===== config.mk =====
export PLATFORM = sky130hd
export DESIGN_NAME = lives_score_tracker
export DESIGN_NICKNAME = d
export VERILOG_FILES = /design/src/rtl/lives_score_tracker.sv
export SDC_FILE = /design/constraint.sdc
export NUM_CORES = 1
export LEC_CHECK = 0
export ABC_CLOCK_PERIOD_IN_PS = 4000
export CAP_MARGIN = 20
export CORE_MARGIN = 2
export CORE_UTILIZATION = 30
export CTS_BUF_LIST = sky130_fd_sc_hd__clkbuf_4
export CTS_CLUSTER_SIZE = 40
export DETAILED_ROUTE_END_ITERATION = 10
export PLACE_DENSITY = 0.58
export REMOVE_ABC_BUFFERS = 1
export SLEW_MARGIN = 20
export SYNTH_ARGS = -nofsm -noshare
export SYNTH_HDL_FRONTEND = slang
export SYNTH_SLANG_ARGS = --single-unit

===== constraint.sdc =====
create_clock -name clk -period 4 [get_ports clk]
set_input_delay 0.6 -clock clk [delete_from_list [all_inputs] [get_ports clk]]
set_output_delay 0.6 -clock clk [all_outputs]
set_load 0.1 [all_outputs]

===== src/rtl/lives_score_tracker.sv =====
// Score, lives and invulnerability bookkeeping feeding the game-flow FSM.
// Optional HIGH_SCORE_EN macro builds the best-score register; otherwise it is tied to zero.
module lives_score_tracker #(
  parameter int START_LIVES   = 3,
  parameter int LIVES_W       = 2,
  parameter int INVULN_FRAMES = 90,
  parameter int FRAME_CNT_W   = 7
) (
  input  logic               clk,
  input  logic               reset,
  input  logic               i_start,
  input  logic               i_frame_tick,
  input  logic               i_alien_hit,
  input  logic [1:0]         i_alien_pts,
  input  logic               i_player_hit,
  input  logic               i_invader_landed,
  output logic [15:0]        o_score_bcd,
  output logic [LIVES_W-1:0] o_lives,
  output logic               o_invulnerable,
  output logic               o_finished,
  output logic [15:0]        o_high_score_bcd
);

  typedef enum logic [1:0] {S_IDLE, S_PLAYING, S_RESPAWN, S_OVER} state_t;

  state_t                 r_state, w_state_next;
  logic [15:0]            r_score, w_score_next;
  logic [LIVES_W-1:0]     r_lives, w_lives_next;
  logic [FRAME_CNT_W-1:0] r_cnt, w_cnt_next;
  logic                   r_invuln, r_finished;

  // BCD add into the tens digit; ones digit is always zero.
  logic [3:0]  w_tens, w_tens_d, w_hund, w_hund_d, w_thou;
  logic        w_c1, w_c2, w_ovf;
  logic [15:0] w_score_add;

  always_comb begin
    w_tens      = r_score[7:4] + {2'b00, i_alien_pts};
    w_c1        = (w_tens > 4'd9);
    w_tens_d    = w_c1 ? (w_tens - 4'd10) : w_tens;
    w_hund      = r_score[11:8] + {3'b000, w_c1};
    w_c2        = (w_hund > 4'd9);
    w_hund_d    = w_c2 ? 4'd0 : w_hund;
    w_thou      = r_score[15:12] + {3'b000, w_c2};
    w_ovf       = (w_thou > 4'd9);
    w_score_add = w_ovf ? 16'h9990 : {w_thou, w_hund_d, w_tens_d, 4'h0};
  end

  always_comb begin
    w_state_next = r_state;
    w_score_next = r_score;
    w_lives_next = r_lives;
    w_cnt_next   = r_cnt;
    if (i_start) begin
      w_state_next = S_PLAYING;
      w_score_next = 16'h0000;
      w_lives_next = LIVES_W'(START_LIVES);
      w_cnt_next   = '0;
    end else begin
      case (r_state)
        S_PLAYING: begin
          if (i_alien_hit) w_score_next = w_score_add;
          if (i_invader_landed) begin
            w_state_next = S_OVER;
            w_lives_next = '0;
          end else if (i_player_hit) begin
            if (r_lives <= LIVES_W'(1)) begin
              w_state_next = S_OVER;
              w_lives_next = '0;
            end else begin
              w_state_next = S_RESPAWN;
              w_lives_next = r_lives - LIVES_W'(1);
              w_cnt_next   = FRAME_CNT_W'(INVULN_FRAMES);
            end
          end
        end
        S_RESPAWN: begin
          if (i_alien_hit) w_score_next = w_score_add;
          if (i_invader_landed) begin
            w_state_next = S_OVER;
            w_lives_next = '0;
          end else if (i_frame_tick) begin
            w_cnt_next = r_cnt - FRAME_CNT_W'(1);
            if (r_cnt <= FRAME_CNT_W'(1)) w_state_next = S_PLAYING;
          end
        end
        default: ;
      endcase
    end
  end

  // Status flags are registered from the next state so they line up with the counters.
  always_ff @(posedge clk) begin
    if (reset) begin
      r_state    <= S_IDLE;
      r_score    <= 16'h0000;
      r_lives    <= LIVES_W'(START_LIVES);
      r_cnt      <= '0;
      r_invuln   <= 1'b0;
      r_finished <= 1'b0;
    end else begin
      r_state    <= w_state_next;
      r_score    <= w_score_next;
      r_lives    <= w_lives_next;
      r_cnt      <= w_cnt_next;
      r_invuln   <= (w_state_next == S_RESPAWN);
      r_finished <= (w_state_next == S_OVER);
    end
  end

`ifdef HIGH_SCORE_EN
  logic [15:0] r_high;

  // BCD values compare correctly as plain unsigned numbers.
  always_ff @(posedge clk) begin
    if (reset) begin
      r_high <= 16'h0000;
    end else if ((w_state_next == S_OVER) && (r_state != S_OVER) && (w_score_next > r_high)) begin
      r_high <= w_score_next;
    end
  end

  assign o_high_score_bcd = r_high;
`else
  assign o_high_score_bcd = 16'h0000;
`endif

  assign o_score_bcd    = r_score;
  assign o_lives        = r_lives;
  assign o_invulnerable = r_invuln;
  assign o_finished     = r_finished;

endmodule


==> flow_summary.toml <==
[clock_tree]
cts_buffers = 3
cts.reportedPaths.clkPinSlew_ps = 140
clk_latency_ps = 320
hold_buffers = 0
root_buffer = "clkbuf_4"
cts_max_level = 1
clkSinkCount = 25
clockBufferDepth = 2
cts_tree = "yes"

[final_layout]
seq_area_um2 = 500
final_util = 0.383
fin_nets = 268
syn_to_final_growth_pct = 22.2
multi_input_area_um2 = 1110
final_cell_area_um2 = 2130
fillers = 576
mostFrequentLayoutCells = "dfxtp_1 (25), clkdlybuf4s50_1 (24), conb_1 (20), a21oi_1 (18), buf_4 (15)"
antenna_cells = 0
layout_commonest_cell = "dfxtp_1"
drive_above_1_share = 0.138

[min_path]
hold_depth = 2
min_path_type = "flip-flop to flip-flop"
hold-path-endpoint = "o_lives[1]$_SDFFE_PP1P_"
min_from = "o_lives[1]$_SDFFE_PP1P_"

[sta]
period_minus_slack_ps = 3800
final_hold_viol_count = 0
timing.fmax_mhz = 263
tns_ps = 0
fin_crit_sh = 0.950
fin_ws_ps = 199
worst_pin_slew_ps = 975
timing.slew.headroom = 0.348
slew_violations = 0
setup_viol = 0
skew_ps = 8.54

[floorplan]
io_pins = 45
initial_utilization = 0.313
die-area_um2 = 6440
row_count = 27
die_h_um = 80.3
core_area_um2 = 5570
die_x_um = 80.3

[worst_setup_path]
r2r-end = "o_score_bcd[9]$_SDFFE_PP0P_"
r2r_cells = 17
path_class = "input port to flip-flop"
rr_startpoint = "o_score_bcd[4]$_SDFFE_PP0P_"
start_kind = "input port"
arrival_ps = 4060
endpoint_kind = "flip-flop"
reg2reg_slack_ps = 540
crit_fanout = 4
required_ps = 4260

[global_route]
grt_pass1_wl_um = 6560
grt_remaining_overflow = 0
antenna_found_initial = 0
grt_max_degree = 16
track_usage = 0.129
grt_pass1_vias = 1399

[yosys]
ys_seq_area_frac = 0.287
syn_inst = 212
synth_cell_types = 54
syn_area_per_cell_um2 = 8.23
syn_area_um2 = 1750
ys_seq_elements = 25
synth_edf_count = 0
synth-main-ff-cell = "dfxtp_1"
yosys_warnings = 0
synthArstFlopShare = 0

[placement]
dpl.hpwl_um = 2910
place_congestion = 0.814
place_ws_ps = -416
placed_cell_area_um2 = 2070
port_buffers = 24

[detailed_routing]
drc = 0
routedWlPerCell_um = 12.4
antenna_left = 0
drtIter0Drc = 74
routed_wl_um = 3940
via_count = 1573
drt_pass1_iterations = 4
routed_via_density = 4.95

[power]
leakage_nw = 0.863
peakVddDrop_mv = 0.118
power_density_nw_per_um2 = 282

[outcome]
run_status = "completed"

[run]
cap_violations = 0
layout make-up:
cell class / count / area share
clock buffers: 4 / 0.0141
inverters: 14 / 0.0246
repair buffers: 39 / 0.165
well taps: 72 / 0.0422
flip-flops and latches: 25 / 0.235
multi-input cells: 164 / 0.519
synthesized netlist by cell type (all sizes together), types with 3 or more instances:
library cell	number	area, um^2
o21ai	11	55.1
or2	5	31.3
mux2i	3	30.0
o22ai	5	31.3
nand4	3	18.8
inv	14	52.6
ha	11	138
a21oi	18	90.1
nand2b	5	31.3
nor3	3	15.0
nor2	11	41.3
a31oi	4	25.0
nand2	9	33.8
nand3	6	30.0
nor2b	8	50.1
xor2	3	26.3
dfxtp	25	500
buf	23	165
clkbuf	5	18.8
per-layer routing:
metal	up-vias	global-route usage	routed length [um]
li1	789	-	-
met1	741	0.173	1970
met2	41	0.204	1780
met3	2	0.0236	152
met4	0	0.0458	43
met5	-	0	0
where the power goes:
group	switching, mW	leakage (nW)	internal, mW
registers	0.00816	0.203	0.257
logic	0.163	0.642	0.0479
clock network	0.0796	0.0184	0.0458
total	0.251	0.863	0.350
repair_timing:
| item | 4_1_cts | 5_1_grt |
|---|---|---|
| cloned | 0 | 0 |
| setup buffers | 0 | 1 |
| pin swaps | 0 | 2 |
| gates resized for setup | 2 | 6 |
| endpoints found under the setup margin | 6 | 9 |
stage by stage:
stage,std cells,hold slack (ps),total power [mW]
global placement,313,490,0.479
CTS,317,513,0.609
floorplan,203,469,0.441
finish,318,513,0.602
detailed placement,313,493,0.480
global route,318,553,0.633
state kept, by name, summed over array words and instances, names as in the netlist:
register	cells
o_finished	1
o_lives	2
r_cnt	7
o_invulnerable	1
o_score_bcd	12
r_state	2
critical path: stages:
cell and delay [ps]:
clkdlybuf4s50_1 460, ha_2 180, inv_1 50, fa_2 360, xor2_2 150, a21oi_1 100
ha_1 210, ha_1 200, nor2b_1 150, nor3_2 220, nor2_1 70, ha_1 200
ha_1 310, o21a_1 200, o22ai_2 140, buf_4 160, o2111ai_1 110, a21oi_1 170
cells by family after synthesis:
family / synth area share
AOI/OAI and AO/OA: 0.249
xor gates and xnor gates: 0.0201
adders and majority gates: 0.0903
buffers and inverters: 0.135
DFF: 0.287
muxes: 0.0172
other: 0.00215
and+or+nand+nor: 0.199
worst max-delay path by stage:
| stage | start | end | slack (ps) |
|---|---|---|---|
| final | i_alien_pts[0] | o_score_bcd[9]$_SDFFE_PP0P_ | 200 |
| after global routing | i_alien_pts[0] | o_score_bcd[9]$_SDFFE_PP0P_ | -20 |
| after CTS | i_alien_pts[0] | o_score_bcd[9]$_SDFFE_PP0P_ | 40 |
| after detailed placement | i_alien_pts[0] | o_score_bcd[7]$_SDFFE_PP0P_ | -420 |
| after global placement | i_alien_pts[0] | o_score_bcd[11]$_SDFFE_PP0P_ | -220 |
| after floorplan | o_score_bcd[4]$_SDFFE_PP0P_ | o_score_bcd[11]$_SDFFE_PP0P_ | -470 |
No activity file was read; power rests on OpenSTA's default activity.
